[src/rtl/m0_control_unit.sv]
// m0_control_unit: multi-cycle sequencing FSM (vector load, then FETCH..WRITEBACK per instruction)
// Ports: clk; rst (async, active-high); update_flags/write_rd decode hints, sampled leaving EXECUTE;
//   strobes cu_wr_mem, new_pc_en, cu_decode, cu_execute;
//   loads ld_sp, ld_lr, ld_pc, ld_rd, ld_apsr, ld_ipsr, ild_primask.
module m0_control_unit #(
  parameter int MEM_WAIT = 0
) (
  input  logic clk,
  input  logic rst,
  input  logic update_flags,
  input  logic write_rd,
  output logic cu_wr_mem,
  output logic new_pc_en,
  output logic cu_decode,
  output logic cu_execute,
  output logic ld_sp,
  output logic ld_lr,
  output logic ld_pc,
  output logic ld_rd,
  output logic ld_apsr,
  output logic ld_ipsr,
  output logic ild_primask
);
  localparam logic [2:0] RESET     = 3'd0;
  localparam logic [2:0] INIT_SP   = 3'd1;
  localparam logic [2:0] INIT_PC   = 3'd2;
  localparam logic [2:0] FETCH     = 3'd3;
  localparam logic [2:0] DECODE    = 3'd4;
  localparam logic [2:0] EXECUTE   = 3'd5;
  localparam logic [2:0] MEMORY    = 3'd6;
  localparam logic [2:0] WRITEBACK = 3'd7;
  localparam logic [3:0] MW = 4'(MEM_WAIT);
  logic [2:0] state_q, state_d;
  logic [3:0] cnt_q, cnt_d;
  logic wb_rd_q, wb_rd_d, wb_flags_q, wb_flags_d;
  always_comb begin
    state_d = INIT_SP;
    cnt_d = 4'd0;
    wb_rd_d = wb_rd_q;
    wb_flags_d = wb_flags_q;
    case (state_q)
      INIT_SP:   state_d = INIT_PC;
      INIT_PC:   state_d = FETCH;
      FETCH:     state_d = DECODE;
      DECODE:    state_d = EXECUTE;
      EXECUTE: begin
        state_d = MEMORY;
        wb_rd_d = write_rd;
        wb_flags_d = update_flags;
      end
      MEMORY: begin
        state_d = cnt_q == MW ? WRITEBACK : MEMORY;
        cnt_d = cnt_q == MW ? 4'd0 : cnt_q + 4'd1;
      end
      WRITEBACK: state_d = FETCH;
      default:   state_d = INIT_SP;
    endcase
  end
  always_ff @(posedge clk or posedge rst) begin
    if (rst) begin
      state_q <= RESET;
      cnt_q <= 4'd0;
      wb_rd_q <= 1'b0;
      wb_flags_q <= 1'b0;
    end else begin
      state_q <= state_d;
      cnt_q <= cnt_d;
      wb_rd_q <= wb_rd_d;
      wb_flags_q <= wb_flags_d;
    end
  end
  logic init_sp;
  logic wb;
  assign init_sp = state_q == INIT_SP;
  assign wb = state_q == WRITEBACK;
  // Only the first MEMORY cycle opens the write window; wait cycles stay quiet.
  assign cu_wr_mem = state_q == MEMORY && cnt_q == 4'd0;
  assign new_pc_en = state_q == FETCH;
  assign cu_decode = state_q == DECODE;
  assign cu_execute = state_q == EXECUTE;
  assign ld_sp = init_sp;
  assign ld_lr = init_sp;
  assign ld_ipsr = init_sp;
  assign ild_primask = init_sp;
  assign ld_pc = state_q == INIT_PC;
  assign ld_rd = wb & wb_rd_q;
  assign ld_apsr = init_sp | (wb & wb_flags_q);
endmodule

[config.mk]
export PLATFORM = sky130hd
export DESIGN_NAME = m0_control_unit
export DESIGN_NICKNAME = d
export VERILOG_FILES = /design/src/rtl/m0_control_unit.sv
export SDC_FILE = /design/constraint.sdc
export NUM_CORES = 1
export LEC_CHECK = 0
export BUFFER_PORTS_ARGS = -buffer_cell sky130_fd_sc_hd__buf_2
export CORE_MARGIN = 2
export CORE_UTILIZATION = 26
export CTS_CLUSTER_SIZE = 40
export DETAILED_ROUTE_END_ITERATION = 6
export PLACE_DENSITY = 0.56
export SYNTH_ARGS = -nofsm -noshare
export SYNTH_HDL_FRONTEND = slang
export SYNTH_SLANG_ARGS = --single-unit
export TNS_END_PERCENT = 30
[constraint.sdc]
create_clock -name clk -period 3.2 [get_ports clk]
set_input_delay 0.64 -clock clk [delete_from_list [all_inputs] [get_ports clk]]
set_output_delay 0.64 -clock clk [all_outputs]
set_load 0.01 [all_outputs]
After elaboration in Yosys (flattened, before gate mapping)
Index checks and enable logic that the tools add are counted.
{"block": "classes", "mul": 0, "magnitude_cmp": 0, "n_bitwise": 3, "reduce_logical": 3, "n_eq_ne": 7, "n_div": 0, "n_mux": 4, "addsub": 1, "shift": 0}
{"operator": "$pmux 3 s6", "n": 1}
{"operator": "$eq 3x3->1 const B", "n": 4}
{"operator": "$mux 4", "n": 2}
{"operator": "$eq 3x2->1 const B", "n": 2}
{"operator": "$add 4x1->4 const B", "n": 1}
{"operator": "$logic_not 4->1", "n": 1}
{"operator": "$eq 3x1->1 const B", "n": 1}
{"operator": "$and 1x1->1", "n": 2}
{"operator": "$reduce_or 2->1", "n": 1}
{"operator": "$logic_and 1x1->1", "n": 1}
{"operator": "$mux 1", "n": 1}
{"operator": "$or 1x1->1", "n": 1}
{"block": "word_totals", "mem_count": 0, "inputBits": 4, "ramBits": 0, "romBits": 0, "latch_bits": 0, "output_inout_bits": 11, "regBits": 9}

Logic depth before layout (Yosys ltp)
Gate-level depths: netlist of run 1.
{"block": "logic_depth", "word_depth": 3, "mapped_depth": 5, "ltp_nobuf": 5}

Worst setup path after synthesis of run 1
OpenSTA, ideal clock, no wires.
{"block": "synth_timing", "kind": "register -> output", "startpoint": "reg state_q[2]", "endpoint": "out ld_ipsr", "path_buffers": 2, "slack_ns": 1.296, "t_required_ns": 2.560, "path_stages_with_launch": 4, "arrival_time_ns": 1.264, "path_cell_list": "dfrtp_1 > buf_4 > nor3b_1 > buf_4"}
{"block": "synth_between", "elab_chain_len": 1}
{"item": "from (decl)", "line_no": "33", "text": "logic [2:0] state_q, state_d;"}
{"item": "from (signal assigned)", "line_no": "66", "text": "state_q <= state_d;"}
{"item": "$eq 3x1->1", "line_no": "74", "text": "assign init_sp = state_q == INIT_SP;"}
{"item": "to (decl)", "line_no": "21", "text": "output logic ld_ipsr,"}
No other way between the ends.

Final worst setup path of run 1
{"block": "layout_timing", "startpoint": "reg state_q[2]", "endpoint": "out cu_wr_mem"}
{"block": "layout_between", "elab_chain_len": 2}
{"item": "$eq 3x3->1", "line_no": "77", "text": "assign cu_wr_mem = state_q == MEMORY && cnt_q == 4'd0;"}
{"item": "$logic_and 1x1->1", "line_no": "77"}
{"item": "to (decl)", "line_no": "12", "text": "output logic cu_wr_mem,"}
No other way between the ends.

==> flow_summary.toml, run 1 <==
[run_status]
status = "finished, final reports clean"

[timing]
timing.hold.ws_ps = 324
final.setup.tns_ps = 0
finClkSkew_ps = 7.27
relSlewSlack = 0.711
slew_viol_final = 0
max_clock_freq_ghz = 0.500
fin_crit_sh = 0.625
setup_viol = 0
grt_setup_unrepaired = "false"
tightest_slew_ps = 433
period_needed_ps = 2000
finalHoldViolCount = 0

[clock_network]
cts_resized = 0
clock_sinks = 9
cts.htree.levels = 1
clk_pin_slew_ps = 70
cts_hold_buf = 0
clkLatencyLatePin_ps = 260
postCtsSetupRepairBufs = 0
ctsLongestPathBuffers = 2
cts_buffers = 3
cts_root_buf = "clkbuf_4"
cts_tree = "done"

[floorplanning]
num_rows = 16
die_w_um = 49.2
die_area_um2 = 2420
dieHeight_um = 49.2
initial_core_util = 0.274
boundaryPins = 15
core_area_um2 = 1940

[worst_hold_path]
hold_class = "in2async"

[setup_path]
cp_max_fo = 11
path_class = "reg2out"
critPathArrivalTime_ps = 1360
crit_required_ps = 2560
endpoint_kind = "output port"
critPathLaunchType = "flip-flop"

[flow_run]
cap_violations = 0

[route]
vias_per_cell = 3.98
wl_per_cell_um = 9.57
first_pass_iters = 3
drtAntennaViolNets = 0
wl_um = 880
drc_errors = 0
drt_iter0_drc = 6
route.vias.total = 366

[logic_synthesis]
synth_fp_nets = 59
yosys_warnings = 0
ys_seq_area_frac = 0.424
yosysUniqueCellTypes = 20
syn_area_per_cell_um2 = 10.0
synthCells = 53
synth.cell_area_um2 = 532
synth_seq_cells = 9

[place]
port_buffers = 14
gp_congestion = 0.661
hpwlAfterDp_um = 635

[power]
power_density_nw_per_um2 = 343
power.leakage_nw = 0.299
vdd_drop_max_mv = 0.127

[layout]
nets = 72
final_util = 0.318
fill_cells = 215
diodes = 0
final_common_cell = "buf_2"
drive_above_1_share = 0.338
layout_common_cells = "buf_2 (14), dfrtp_1 (9), nor2_1 (7)"
syn2layout_area_growth_pct = 16.0

[global_routing]
grt_pass1_wl_um = 1510
grt_pass1_vias = 344
grt_remaining_overflow = 0
grt_max_degree = 12
antenna_found_initial = 0
grt_use_total = 0.0847
==> worst max-delay path: stages (launching register included) <==
cell and delay [ps]:
dfrtp_1 610, nand3b_4 160, nor3_1 190, buf_2 160
==> where the power goes <==
group | internal (W) | switching [W] | total [W]
clock network | 0.0000461 | 0.0000433 | 0.0000895
registers | 0.000115 | 0.000000916 | 0.000116
logic | 0.00000314 | 0.00000306 | 0.00000620
total | 0.000164 | 0.0000473 | 0.000212
==> state kept, by name, indices dropped and copies added, names as in the netlist <==
signal      count
cnt_q           4
wb_rd_q         1
wb_flags_q      1
state_q         3
==> logic make-up (layout without fill, tap and decap cells) <==
group,Yosys count,in the layout,share of synthesized area
buffers and inverters,11,23,0.122
AO/OA/AOI/OAI,3,3,0.0282
AND/OR/NAND/NOR,24,24,0.289
XOR/XNOR,2,2,0.0329
adder cells (fa/ha/maj),2,2,0.0471
multiplexers,2,2,0.0565
flip-flops,9,9,0.424
==> cell type report <==
class,instances,area (um^2),area share
flip-flops and latches,9,225,0.365
inverters,5,18.8,0.0304
repair buffers,14,70.1,0.114
clock buffers,3,22.5,0.0365
multi-input cells,33,241,0.391
well taps,27,33.8,0.0548
clock inverters,1,5.00,0.00811
==> routing by layer <==
| layer | GRT usage | vias up | wire length (um) |
|---|---|---|---|
| met4 | 0.0714 | 0 | 0 |
| met3 | 0.0276 | 0 | 32 |
| met5 | 0 | - | 0 |
| met2 | 0.131 | 8 | 427 |
| li1 | - | 193 | - |
| met1 | 0.0933 | 165 | 420 |
==> synthesized netlist by cell type <==
library cell | count | area (um^2)
dfrtp_1 | 9 | 225
nor2_1 | 7 | 26.3
inv_1 | 5 | 18.8
buf_4 | 4 | 30.0
nor3b_1 | 4 | 30.0
nand2_1 | 3 | 11.3
a21oi_1 | 2 | 10.0
ha_1 | 2 | 25.0
mux2_4 | 2 | 30.0
nand2b_1 | 2 | 12.5
nand3_1 | 2 | 10.0
nand3b_4 | 2 | 40.0
nor3_1 | 2 | 10.0
and2_1 | 1 | 6.26
buf_2 | 1 | 5.00
buf_6 | 1 | 11.3
nand3b_1 | 1 | 7.51
o21ai_0 | 1 | 5.00
xnor2_1 | 1 | 8.76
xor2_1 | 1 | 8.76
==> stage by stage <==
step	cell area, um^2	worst slack, ps	std cells	total power [W]
2_1_floorplan	532	1300	53	0.000122
3_3_place_gp	589	1480	88	0.000124
3_5_place_dp	589	1460	88	0.000124
4_1_cts	617	1170	92	0.000216
5_1_grt	617	1060	92	0.000223
6_report	617	1200	92	0.000212
==> worst paths after layout <==
path	slack [ps]	start	cells after the start	end
setup / recovery	1200	state_q[2]	3	cu_wr_mem
hold / removal	320	rst	2	cnt_q[3]
setup reg to reg	2000	state_q[1]	2	wb_flags_q
hold reg to reg	510	cnt_q[0]	1	cnt_q[0]
max in group asynchronous	2620	rst	2	state_q[2]
min in group clk	510	cnt_q[0]	1	cnt_q[0]
Power figures use the tool's default switching activity.
==> run 2, diff against run 1 <==
clock period = 2.1 ns   (was 3.2 ns; I/O delays follow)
==> run 2 against run 1 <==
Net effect:
- clock skew decreased by 3.1 ps
- sequential share of layout area unchanged
- combinational power rose by 54%
- setup slack worse by 900 ps
==> flow_summary.toml, run 2 (same netlist as run 1, synthesis figures left out) <==
[run_status]
status = "finished, final reports clean"

[worst_hold_path]
hold_class = "in2async"

[clock_network]
clock_sinks = 9
clkLatencyLatePin_ps = 270
cts_root_buf = "clkbuf_4"
cts_hold_buf = 0
cts_buffers = 3
ctsLongestPathBuffers = 2
postCtsSetupRepairBufs = 0
clk_pin_slew_ps = 70
cts_resized = 0
cts.htree.levels = 1
cts_tree = "done"

[timing]
tightest_slew_ps = 443
final.setup.tns_ps = 0
grt_setup_unrepaired = "false"
fin_crit_sh = 0.858
max_clock_freq_ghz = 0.555
relSlewSlack = 0.705
setup_viol = 0
finalHoldViolCount = 0
slew_viol_final = 0
timing.hold.ws_ps = 98.2
period_needed_ps = 1800
finClkSkew_ps = 4.19

[floorplanning]
die_w_um = 49.2
dieHeight_um = 49.2
boundaryPins = 15
initial_core_util = 0.274
num_rows = 16
core_area_um2 = 1940
die_area_um2 = 2420

[global_routing]
grt_use_total = 0.0822
grt_use_met1 = 0.0994
grt.met3_usage = 0.0184
grt_remaining_overflow = 0
grt_pass1_vias = 346
antenna_found_initial = 0
met2_usage = 0.135
grt_pass1_wl_um = 1510
top_usage_layer = "met2"
grt_max_degree = 12

[layout]
final_common_cell = "buf_2"
top_regs = "cnt_q (4), state_q (3)"
layout_common_cells = "buf_2 (14), dfrtp_1 (9), nor2_1 (7)"
fin_cells = 92
diodes = 0
nets = 72
regMostFlops = "cnt_q"
largest_register_ffs = 4
syn2layout_area_growth_pct = 16.0
drive_above_1_share = 0.338

[place]
gp_congestion = 0.661
port_buffers = 14
dp.cells = 88
hpwlAfterDp_um = 663

[setup_path]
cp_slowest_cell = "dfrtp_1"
path_delay_family = "flip-flops"
crit_required_ps = 1680
reg2reg_from = "state_q[2]"
crit_path_max_incr_delay_ps = 610
crit-reg2reg-capture = "wb_flags_q"
worstPathCellList = "nand3b_4 > nor3_1 > buf_2"
endpoint_kind = "output port"
critPathLaunchType = "flip-flop"
ff2ff_path_depth = 2
critical_path_buf_inv_count = 1
cp_max_fo = 11
path_class = "reg2out"
critPathArrivalTime_ps = 1380
reg2reg_slack_ps = 890

[power]
power.leakage_nw = 0.299
vdd_drop_max_mv = 0.183
p_total_w = 0.000325
power_density_nw_per_um2 = 527

[route]
wl_per_cell_um = 9.58
first_pass_iters = 3
drc_errors = 0
drt_iter0_drc = 2
route.vias.total = 379
wl_um = 881
drtAntennaViolNets = 0
vias_per_cell = 4.12

[flow_run]
cap_violations = 0
==> run 2: cell counts in the layout (fill, tap and decap cells not counted) <==
No cell type changed its count.
==> run 2: metrics by stage <==
step	setup slack, ps	util	instance area, um^2
CTS	269	0.318	617
floorplan	416	-	532
detailed placement	555	0.303	589
finish	298	0.318	617
global placement	601	0.303	589
global route	179	0.318	617
==> run 2: cell type report <==
class                           instances  area (um^2)
Timing Repair Buffer                   14         70.1
Multi-Input combinational cell         33          241
Inverter                                5         18.8
Tap cell                               27         33.8
Sequential cell                         9          225
Clock buffer                            3         22.5
Clock inverter                          1         5.00
Fill cell                             214         1330
==> run 2: worst max path at each step <==
stage | cells after the start | to | start
floorplan | 3 | ld_ipsr | state_q[2]
global placement | 3 | cu_wr_mem | state_q[2]
detailed placement | 3 | cu_wr_mem | state_q[2]
CTS | 3 | cu_wr_mem | state_q[2]
global route | 2 | ld_sp | state_q[2]
finish | 3 | cu_wr_mem | state_q[2]
==> run 2: power by group <==
part           switching [W]  internal, W
clock network      0.0000685    0.0000705
logic             0.00000477   0.00000480
registers         0.00000116     0.000175
==> run 2: worst reg2reg max path, delay by kind of cell (launching register included) <==
| kind | cells | cell delay (ps) |
|---|---|---|
| AND/OR/NAND/NOR | 1 | 160 |
| multiplexers | 1 | 320 |
| flip-flops | 1 | 610 |
==> run 2: layer usage <==
layer  wire length (um)  up-vias
met3                 28        2
met2                437        9
li1                   -      189
met1                395      179
met4                 19        0
met5                  0        -
==> run 3, diff against run 2 <==
PLACE_DENSITY = 0.57   (was 0.56)
clock period = 1.6 ns   (was 2.1 ns; I/O delays follow)
==> run 3 against run 2 <==
Net effect:
- clock power increased by 25%
- design area increased by 2.0%
- sequential power grew 32%
- critical endpoint unchanged
- cell count did not move
- non-clock buffer count unchanged
- via count shrank 1.3%
- largest cell class unchanged
- combinational power increased by 26%
- sequential share of layout area down 0.13 points
- register-to-register slack got worse by 450 ps
- critical path depth unchanged
==> flow_summary.toml, run 3 (same netlist as run 1, synthesis figures left out) <==
[global_routing]
grt_use_total = 0.0781
grt_max_degree = 12
grt_pass1_wl_um = 1410
grt_remaining_overflow = 0
antenna_found_initial = 0
grt_pass1_vias = 332

[layout]
regMostFlops = "cnt_q"
drive_above_1_share = 0.400
syn2layout_area_growth_pct = 18.4
largest_register_ffs = 4
fill_cells = 202
final_common_cell = "buf_2"
fin_area_um2 = 629
nets = 72
top_regs = "cnt_q (4), state_q (3)"
diodes = 0
layout_common_cells = "buf_2 (14), nor2_1 (7), dfrtp_1 (6)"

[floorplanning]
die_w_um = 49.2
dieHeight_um = 49.2
initial_core_util = 0.274
num_rows = 16
core_area_um2 = 1940
die_area_um2 = 2420
boundaryPins = 15

[timing]
tightest_slew_ps = 334
period_needed_ps = 1550
slew_viol_final = 0
finalHoldViolCount = 0
grt_setup_unrepaired = "true"
max_clock_freq_ghz = 0.644
relSlewSlack = 0.777
fin_crit_sh = 0.970
timing.hold.ws_ps = 6.25
finClkSkew_ps = 4.59
setup_viol = 0

[setup_path]
worstSetupStartpoint = "state_q[0]"
crit_path_max_incr_delay_ps = 470
cp_max_fo = 9
critPathLaunchType = "flip-flop"
cp_slowest_cell = "dfrtp_2"
crit_required_ps = 1280
worstPathCellList = "nand3b_4 > nor3_2 > buf_2"
reg2reg_slack_ps = 440
endpoint_kind = "output port"
crit-reg2reg-capture = "state_q[0]"
path_class = "reg2out"
ff2ff_path_depth = 5
critical_path_buf_inv_count = 1
critPathArrivalTime_ps = 1230
path_delay_family = "flip-flops"
reg2reg_from = "cnt_q[0]"

[place]
gp_congestion = 0.685
hpwlAfterDp_um = 661
placed_cell_area_um2 = 589
port_buffers = 14

[clock_network]
clock_sinks = 9
postCtsSetupRepairBufs = 0
cts.htree.levels = 1
cts_tree = "done"
ctsLongestPathBuffers = 2
cts_buffers = 3
cts_hold_buf = 0
clk_pin_slew_ps = 60
cts_root_buf = "clkbuf_4"
clkLatencyLatePin_ps = 260

[power]
power.leakage_nw = 0.294
power_density_nw_per_um2 = 664
vdd_drop_max_mv = 0.307

[worst_hold_path]
hold_class = "in2async"

[route]
wl_per_cell_um = 9.40
drt_iter0_drc = 9
wl_um = 865
first_pass_iters = 5
route.vias.total = 374
drc_errors = 0
vias_per_cell = 4.07
drtAntennaViolNets = 0

[flow_run]
cap_violations = 0

[run_status]
status = "finished, final reports clean"
## run 3: cell count changes in the layout (fill, tap and decap cells not counted)
cell / change
nor3b_2: +1
nor3b_1: -1
nor3_1: -1
nor3_2: +1
clkbuf_1: +1
dfrtp_1: -3
dfrtp_2: +3
clkinv_2: -1
## run 3: layout make-up
| class | instances | area (um^2) | share of cell area |
|---|---|---|---|
| Sequential cell | 9 | 229 | 0.364 |
| Tap cell | 27 | 33.8 | 0.0537 |
| Inverter | 5 | 18.8 | 0.0298 |
| Multi-Input combinational cell | 33 | 251 | 0.400 |
| Timing Repair Buffer | 14 | 70.1 | 0.111 |
| Clock buffer | 4 | 26.3 | 0.0417 |
## run 3: how the worst max path moves through the flow
stage | end | cells after the start
after floorplan | ld_ipsr | 3
after global placement | ld_sp | 2
after detailed placement | ld_ipsr | 2
after CTS | ld_ipsr | 2
after global routing | cu_wr_mem | 3
final | cu_wr_mem | 3
## run 3: per-layer routing
metal	vias up	part of all wire	track usage
li1	190	-	-
met1	167	0.48	0.100
met2	15	0.43	0.106
met3	2	0.058	0.00920
met4	0	0.022	0.0857
met5	-	0	0
## run 3: timing repair
action                                  CTS  global route
resized for setup                         4             1
endpoints found under the setup margin    7             6
pin swaps                                 0             0
## run 3: power breakdown
part	switching [W]	internal, W
clock	0.0000783	0.0000960
sequential	0.00000157	0.000230
combinational	0.00000582	0.00000629
total	0.0000857	0.000332
## run 3: stage by stage
step / power (W) / std cells / TNS, ps / util / setup slack (ps)
final: 0.000418 / 92 / 0 / 0.324 / 48.2
after floorplan: 0.000243 / 53 / 0 / - / 16.2
after global placement: 0.000248 / 88 / 0 / 0.303 / 226
after CTS: 0.000429 / 92 / -140 / 0.322 / -36.2
after global routing: 0.000440 / 92 / -42.4 / 0.324 / -33.4
after detailed placement: 0.000249 / 88 / 0 / 0.303 / 196
## run 3: worst reg2reg max path, delay by kind of cell, from the launching register on
| kind | cells | cell delay, ps |
|---|---|---|
| flops | 1 | 410 |
| simple gates | 2 | 350 |
| fa+ha+maj | 1 | 150 |
| compound gates | 1 | 110 |
| buf+inv | 1 | 70 |
